File: src/rtl/conv_pingpong_scheduler.sv
// Ping-pong bank scheduler: fills one image bank row-by-row while the other
// bank is scanned window-origin by window-origin for the 3x3 convolution core.
module conv_pingpong_scheduler #(
  parameter int IMAGE_SIZE  = 16,
  parameter int KERNEL_SIZE = 3,
  parameter int ADDR_SIZE   = 4
) (
  input  logic                 clk,
  input  logic                 rst,
  input  logic                 in_valid,
  output logic                 in_ready,
  output logic                 wr_en,
  output logic                 wr_bank,
  output logic [ADDR_SIZE-1:0] wr_row,
  output logic [1:0]           bank_full,
  output logic                 rd_bank,
  output logic                 win_valid,
  input  logic                 win_ready,
  output logic [ADDR_SIZE-1:0] win_row,
  output logic [ADDR_SIZE-1:0] win_col,
  output logic                 win_last,
  output logic                 rd_en,
  output logic                 frame_done,
  output logic [7:0]           frame_cnt
);

  localparam logic [ADDR_SIZE-1:0] LIM      = ADDR_SIZE'(IMAGE_SIZE - KERNEL_SIZE);
  localparam logic [ADDR_SIZE-1:0] ROW_LAST = ADDR_SIZE'(IMAGE_SIZE - 1);

  typedef enum logic [1:0] {IDLE, SCAN, DONE} state_t;

  state_t               state, state_nxt;
  logic [ADDR_SIZE-1:0] win_row_nxt, win_col_nxt;
  logic                 row_last;
  logic [1:0]           set_mask, clr_mask;

  // Writes are suppressed during reset so a held in_valid cannot strobe the buffer.
  assign in_ready   = ~bank_full[wr_bank];
  assign wr_en      = in_valid & in_ready & ~rst;
  assign win_valid  = (state == SCAN);
  assign frame_done = (state == DONE);
  assign win_last   = win_valid & (win_row == LIM) & (win_col == LIM);
  assign rd_en      = win_valid & win_ready;
  assign row_last   = (wr_row == ROW_LAST);

  // Set and clear always target different banks, so both can apply on one edge.
  assign set_mask = (wr_en & row_last) ? (2'b01 << wr_bank) : 2'b00;
  assign clr_mask = frame_done ? (2'b01 << rd_bank) : 2'b00;

  always_ff @(posedge clk) begin
    if (rst) begin
      wr_bank   <= 1'b0;
      wr_row    <= '0;
      bank_full <= 2'b00;
    end else begin
      bank_full <= (bank_full | set_mask) & ~clr_mask;
      if (wr_en) begin
        if (row_last) begin
          wr_bank <= ~wr_bank;
          wr_row  <= '0;
        end else begin
          wr_row  <= wr_row + 1'b1;
        end
      end
    end
  end

  always_comb begin
    state_nxt   = state;
    win_row_nxt = win_row;
    win_col_nxt = win_col;
    case (state)
      IDLE: begin
        if (bank_full[rd_bank]) begin
          state_nxt   = SCAN;
          win_row_nxt = '0;
          win_col_nxt = '0;
        end
      end
      SCAN: begin
        if (win_ready) begin
          if (win_last) begin
            state_nxt   = DONE;
            win_row_nxt = '0;
            win_col_nxt = '0;
          end else if (win_col < LIM) begin
            win_col_nxt = win_col + 1'b1;
          end else begin
            win_col_nxt = '0;
            win_row_nxt = win_row + 1'b1;
          end
        end
      end
      DONE:    state_nxt = IDLE;
      default: state_nxt = IDLE;
    endcase
  end

  always_ff @(posedge clk) begin
    if (rst) begin
      state     <= IDLE;
      win_row   <= '0;
      win_col   <= '0;
      rd_bank   <= 1'b0;
      frame_cnt <= 8'd0;
    end else begin
      state   <= state_nxt;
      win_row <= win_row_nxt;
      win_col <= win_col_nxt;
      if (frame_done) begin
        rd_bank   <= ~rd_bank;
        frame_cnt <= frame_cnt + 8'd1;
      end
    end
  end

endmodule

File: config.mk
export PLATFORM = sky130hd
export DESIGN_NAME = conv_pingpong_scheduler
export DESIGN_NICKNAME = d
export VERILOG_FILES = /design/src/rtl/conv_pingpong_scheduler.sv
export SDC_FILE = /design/constraint.sdc
export NUM_CORES = 1
export LEC_CHECK = 0
export BUFFER_PORTS_ARGS = -buffer_cell sky130_fd_sc_hd__buf_2
export CORE_MARGIN = 2
export CORE_UTILIZATION = 46
export DETAILED_ROUTE_END_ITERATION = 8
export GPL_TIMING_DRIVEN = 0
export PLACE_DENSITY = 0.74
export SYNTH_ARGS = -nofsm -noshare
export SYNTH_HDL_FRONTEND = slang
export SYNTH_SLANG_ARGS = --single-unit
File: constraint.sdc
create_clock -name clk -period 1.5 [get_ports clk]
set_clock_uncertainty 0.15 [all_clocks]
set_input_delay 0.3 -clock clk [delete_from_list [all_inputs] [get_ports clk]]
set_output_delay 0.3 -clock clk [all_outputs]
set_load 0.05 [all_outputs]
### Yosys cells after proc, flatten, opt, wreduce, memory -nomap -nowiden

Index checks and enable logic that the tools add are counted.

* output and inout bits: 30
* logic and storage cells: 65
* register bits: 26

* $add $sub $neg: 4
* bitwise logic cells: 13
* equality and inequality tests: 9
* multiplexer cells: 20
* reductions and logical operators: 6
* shift-type cells: 2
* magnitude comparators: 3

Operators by type and width (number)
* 4-bit 2-to-1 mux: 8
* 4-bit one-hot mux with 2 select lines: 2
* 4-bit by 1-bit adder with 4-bit output (second input constant): 3
* 4-bit == test (second input constant): 3
* 2-bit 2-to-1 mux: 5
* 8-bit by 1-bit adder with 8-bit output (second input constant): 1
* 1-bit bitwise AND: 6
* 3-bit AND reduction: 2
* 1-bit by 2-bit < comparator with 1-bit output (second input constant): 2
* 4-bit < comparator (second input constant): 1
* 1-bit 2-to-1 mux: 4
* 2-bit by 1-bit != test with 1-bit output (second input constant): 2
* 1-bit NOT: 4
* 2-bit one-hot mux with 2 select lines: 1
* 4-bit AND reduction: 1
* 1-bit by 1-bit left shift with 2-bit output (first input constant): 2
* 3-bit != test (second input constant): 1
* 2-bit bitwise AND: 1
* 2-bit by 1-bit == test with 1-bit output (second input constant): 1
* 2-bit == test (second input constant): 1
* 2-bit logical NOT: 1
* 2-bit != test (second input constant): 1
* 2-bit NOT: 1
* 2-bit OR: 1
* other kinds (2): 2

### Logic depth before layout (Yosys ltp)

* depth after elaboration: 9
* depth in mapped cells: 6
* depth with buffers taken out: 6

### Worst setup path before layout

No wires, ideal clock.

* path type: flip-flop to output port
* start point: register wr_bank
* end point: output port wr_en
* path buffers: 0
* setup slack: -1.355 ns
* stages on the path, launching flop included: 4
* required time: 1.050 ns
* arrival: 2.405 ns
* cells stage by stage: dfxtp_1 > mux2i_2 > nand2_1 > nor2_1

* word-level cells in the longest chain between the ends: 5

Ends and longest elaborated chain
* start: declaration: line 13 `output logic wr_bank,`
* start signal: assignment: line 59 `wr_bank <= ~wr_bank;`
* 1-bit 2-to-1 mux (not written as such) (2 in a row): line 38 `assign in_ready = ~bank_full[wr_bank];`
* 1-bit NOT: line 38
* net in_ready: line 11 `output logic in_ready,`
* 1-bit bitwise AND (2 in a row): line 39 `assign wr_en = in_valid & in_ready & ~rst;`
* end: declaration: line 12 `output logic wr_en,`

The timed path passes the listed nets, and every way through them passes these cells. The select of a mux whose other input is x is not followed.

### Final worst setup path

* start point: register win_col[1]
* end point: output port win_last

* word-level cells in the longest chain between the ends: 2

Ends and longest elaborated chain
* start: declaration: line 20 `output logic [ADDR_SIZE-1:0] win_col,`
* start signal: assignment: line 109 `win_col <= win_col_nxt;`
* 4-bit == test: line 42 `assign win_last = win_valid & (win_row == LIM) & (win_col == LIM);`
* 1-bit bitwise AND: line 42
* end: declaration: line 21 `output logic win_last,`

Every way passes these cells.

==> flow_summary_export.csv <==
group,metric,value,unit
run_status,status,"complete, but fails checks",
run_status,violations,"setup timing",
drt,avgViaCountPerCell,5.47,
logic_synthesis,synth_top_cell_by_area,"dfxtp_1",
critical_path,crit_chain,"inv_4 > ha_4 > nand4_1 > nor2_2 > and2_4 > buf_8",
logic_synthesis,ys_types,38,
sta,fin_crit_sh,128,%
grt,grt_max_degree,15,
floorplanning,fp.dieW,56.6,µm
floorplanning,dieArea,3200,µm²
power,pwr-share-comb,7.7,%
logic_synthesis,synth_seq_area_share,40.9,%
drt,drc,0,
power,p_sw_share,23.7,%
floorplanning,start_util,47.3,%
sta,finalHoldViolations,0,
clocking,htree_levels,1,
drt,dr.pass1.iters,4,
logic_synthesis,syn_avg_cell_area,9.35,µm²
drt,wl_per_cell,15.0,µm
place,io_buffers,33,
final_layout,nets,205,
power,sequentialPowerShare,61.3,%
logic_synthesis,syn-num-nets,147,
final_layout,postLayoutCellArea,1960,µm²
logic_synthesis,async_flop_share,0,%
final_layout,nFillCells,200,
sta,worst_slew_pin_slew,0.320,ns
logic_synthesis,synth_top_area_share,40.9,%
clocking,cts_root_buf,"clkbuf_4",
place,hpwlAfterDp,2040,µm
logic_synthesis,synth_warnings,0,
critical_path,slowest_stage,"dfxtp_4",
critical_path,crit_fanout,2,
drt,route.met3.wl,145,µm
sta,slew_violations,0,
critical_path,crit_arrival,1.47,ns
grt,track_usage,21.8,%
clocking,numCtsBuffers,3,
clocking,path_clk_slew,0.14,ns
min_path,hold_path_class,"primary input to flip-flop",
clocking,cts_num_sinks,26,
grt,antenna_found_initial,0,
logic_synthesis,synth_ff_type,"dfxtp_1",
critical_path,startpoint_type,"flip-flop",
critical_path,max_stage_delay,0.38,ns
power,power.leakage,0.856,nW
clocking,cts_tree,"done",
clocking,cts.path.max_buffers,2,
logic_synthesis,netlist_area,1270,µm²
grt,grt_pass1_wl,5580,µm
drt,antenna_left,0,
drt,wl_met2,1780,µm
logic_synthesis,ys_ff_latch,26,
logic_synthesis,synthTopCellsByArea,"dfxtp_1 (41%), ha_1 (6.9%), xor2_1 (6.2%)",
power,cellPowerDensity,574,nW/µm²
sta,fmax,520,MHz
job,cap_violations,0,
clocking,insertion_delay,0.31,ns
place,dpl_cell_area,1590,µm²
grt,gr-total-overflow,0,
drt,met1_length,1370,µm
floorplanning,fp.coreArea,2690,µm²
final_layout,drive_gt1_share,55.4,%
logic_synthesis,synth_cells,136,
drt,top_layer,"met4",
critical_path,setup.worst_path.class,"flip-flop to output pin",
final_layout,diodes,0,
grt,grt_pass1_vias,1210,
critical_path,end_kind,"output pin",
place,routabilityCongestion,0.883,
floorplanning,die_h,56.6,µm
sta,tns,-2.80,ns
sta,setup_viol,17,
sta,slew_headroom,78.4,%
drt,route.vias.total,1226,
sta,period_minus_slack,1.92,ns
sta,fin_ws,-0.424,ns
power,cell_internal_pwr,0.000861,W
drt,wirelength,3370,µm
final_layout,fin_util,73.1,%
logic_synthesis,synth_edf_count,0,
power,total_power,0.00113,W
floorplanning,num_rows,19,
power,ir_drop,0.414,mV
floorplanning,ios,34,
sta,rsz0062_at_grt,"yes",
power,power.share.clock,30.9,%
final_layout,area_delta_synth_final,54.4,%
critical_path,cp.required,1.05,ns
drt,drtIter0Drc,36,
power,switchingPower,0.000267,W
-- worst max-delay path, delay by kind of cell, from the launching register on --
kind | cells | cell delay (ns)
simple gates | 3 | 0.47
buf+inv | 2 | 0.19
flops | 1 | 0.38
fa+ha+maj | 1 | 0.11
-- metal layers --
| metal | up-vias | track usage [%] |
|---|---|---|
| li1 | 602 | - |
| met1 | 578 | 26.7 |
| met2 | 38 | 38.9 |
| met3 | 8 | 2.76 |
| met4 | 0 | 7.48 |
| met5 | - | 0 |
-- power by group through the flow --
stage / Combinational [W] / Clock [W] / Sequential [W]
2_1_floorplan: 0.0000320 / 0 / 0.000725
3_3_place_gp: 0.0000720 / 0 / 0.000706
3_5_place_dp: 0.0000730 / 0 / 0.000707
4_1_cts: 0.0000798 / 0.000357 / 0.000690
5_1_grt: 0.0000926 / 0.000395 / 0.000693
6_report: 0.0000870 / 0.000349 / 0.000692
-- placed cells by master (no fill, tap or decap), types with 3 or more instances in the layout --
cell type  count
and3_1         3
buf_2         20
buf_4         16
buf_6         10
buf_8          4
clkbuf_4       6
dfxtp_1        6
dfxtp_2       12
dfxtp_4        8
ha_1           4
ha_4           3
inv_1          4
mux2i_1        3
nand2_1        4
nand3_1        5
nand4_1        6
nor2_1        15
o21ai_0        3
or3_1          3
xnor2_1        3
xor2_1         8
-- flip-flops by register name, indices dropped and copies added (netlist names) --
| signal | count |
|---|---|
| bank_full | 2 |
| frame_cnt | 8 |
| rd_bank | 1 |
| state | 2 |
| win_col | 4 |
| win_row | 4 |
| wr_bank | 1 |
| wr_row | 4 |
-- cells in the mapped netlist, types with 2 or more instances --
master,n
dfxtp_1,26
nor2_1,17
xor2_1,9
ha_1,7
inv_1,7
nand4_1,6
o21ai_0,6
nand2_1,5
nand3_1,5
a21oi_1,4
and3_1,3
mux2i_1,3
nor2b_1,3
or3_1,3
xnor2_1,3
a211oi_1,2
a311oi_1,2
a31oi_1,2
and2_1,2
and3b_1,2
clkbuf_1,2
-- through the flow --
step	hold WS, ns	setup WS [ns]	cells
CTS	0.0981	-0.358	222
floorplan	0.254	-0.425	136
global route	0.104	-0.516	224
detailed placement	0.327	-0.487	200
finish	0.107	-0.424	224
global placement	0.321	-0.457	200
-- repair_timing --
item	in CTS	in global routing
hold buffers	0	0
resized for setup	37	14
buffers inserted	18	4
pin swaps	12	8
hold endpoints to repair	0	0
endpoints found under the setup margin	17	27
-- path summary, 6_finish.rpt --
kind	from	endpoint	slack, ns	depth (start not counted)
max reg2reg	win_col[1]	win_row[2]	-0.27	7
max	win_col[1]	win_last	-0.42	6
min	win_ready	state[0]	0.11	2
min reg2reg	rd_bank	bank_full[1]	0.34	1
-- kinds of logic after synthesis --
| logic type | after synthesis | synth area share, % |
|---|---|---|
| AO/OA/AOI/OAI | 25 | 14.6 |
| flip-flops | 26 | 40.9 |
| adder cells (fa/ha/maj) | 7 | 6.89 |
| AND/OR/NAND/NOR | 51 | 21.7 |
| multiplexers | 5 | 4.63 |
| buffers and inverters | 10 | 3.05 |
| XOR/XNOR | 12 | 8.27 |
-- area by class of cell --
type                       count  area [µm²]  area share [%]
timing repair buffer          54         435            22.2
tap                           31        38.8            1.98
inverter                       7        31.3            1.59
clock buffer                   4        36.3            1.85
multi-input combinational    100         846            43.1
buffer                         2        10.0           0.510
sequential                    26         566            28.8
(Power assumes the default switching activity.)
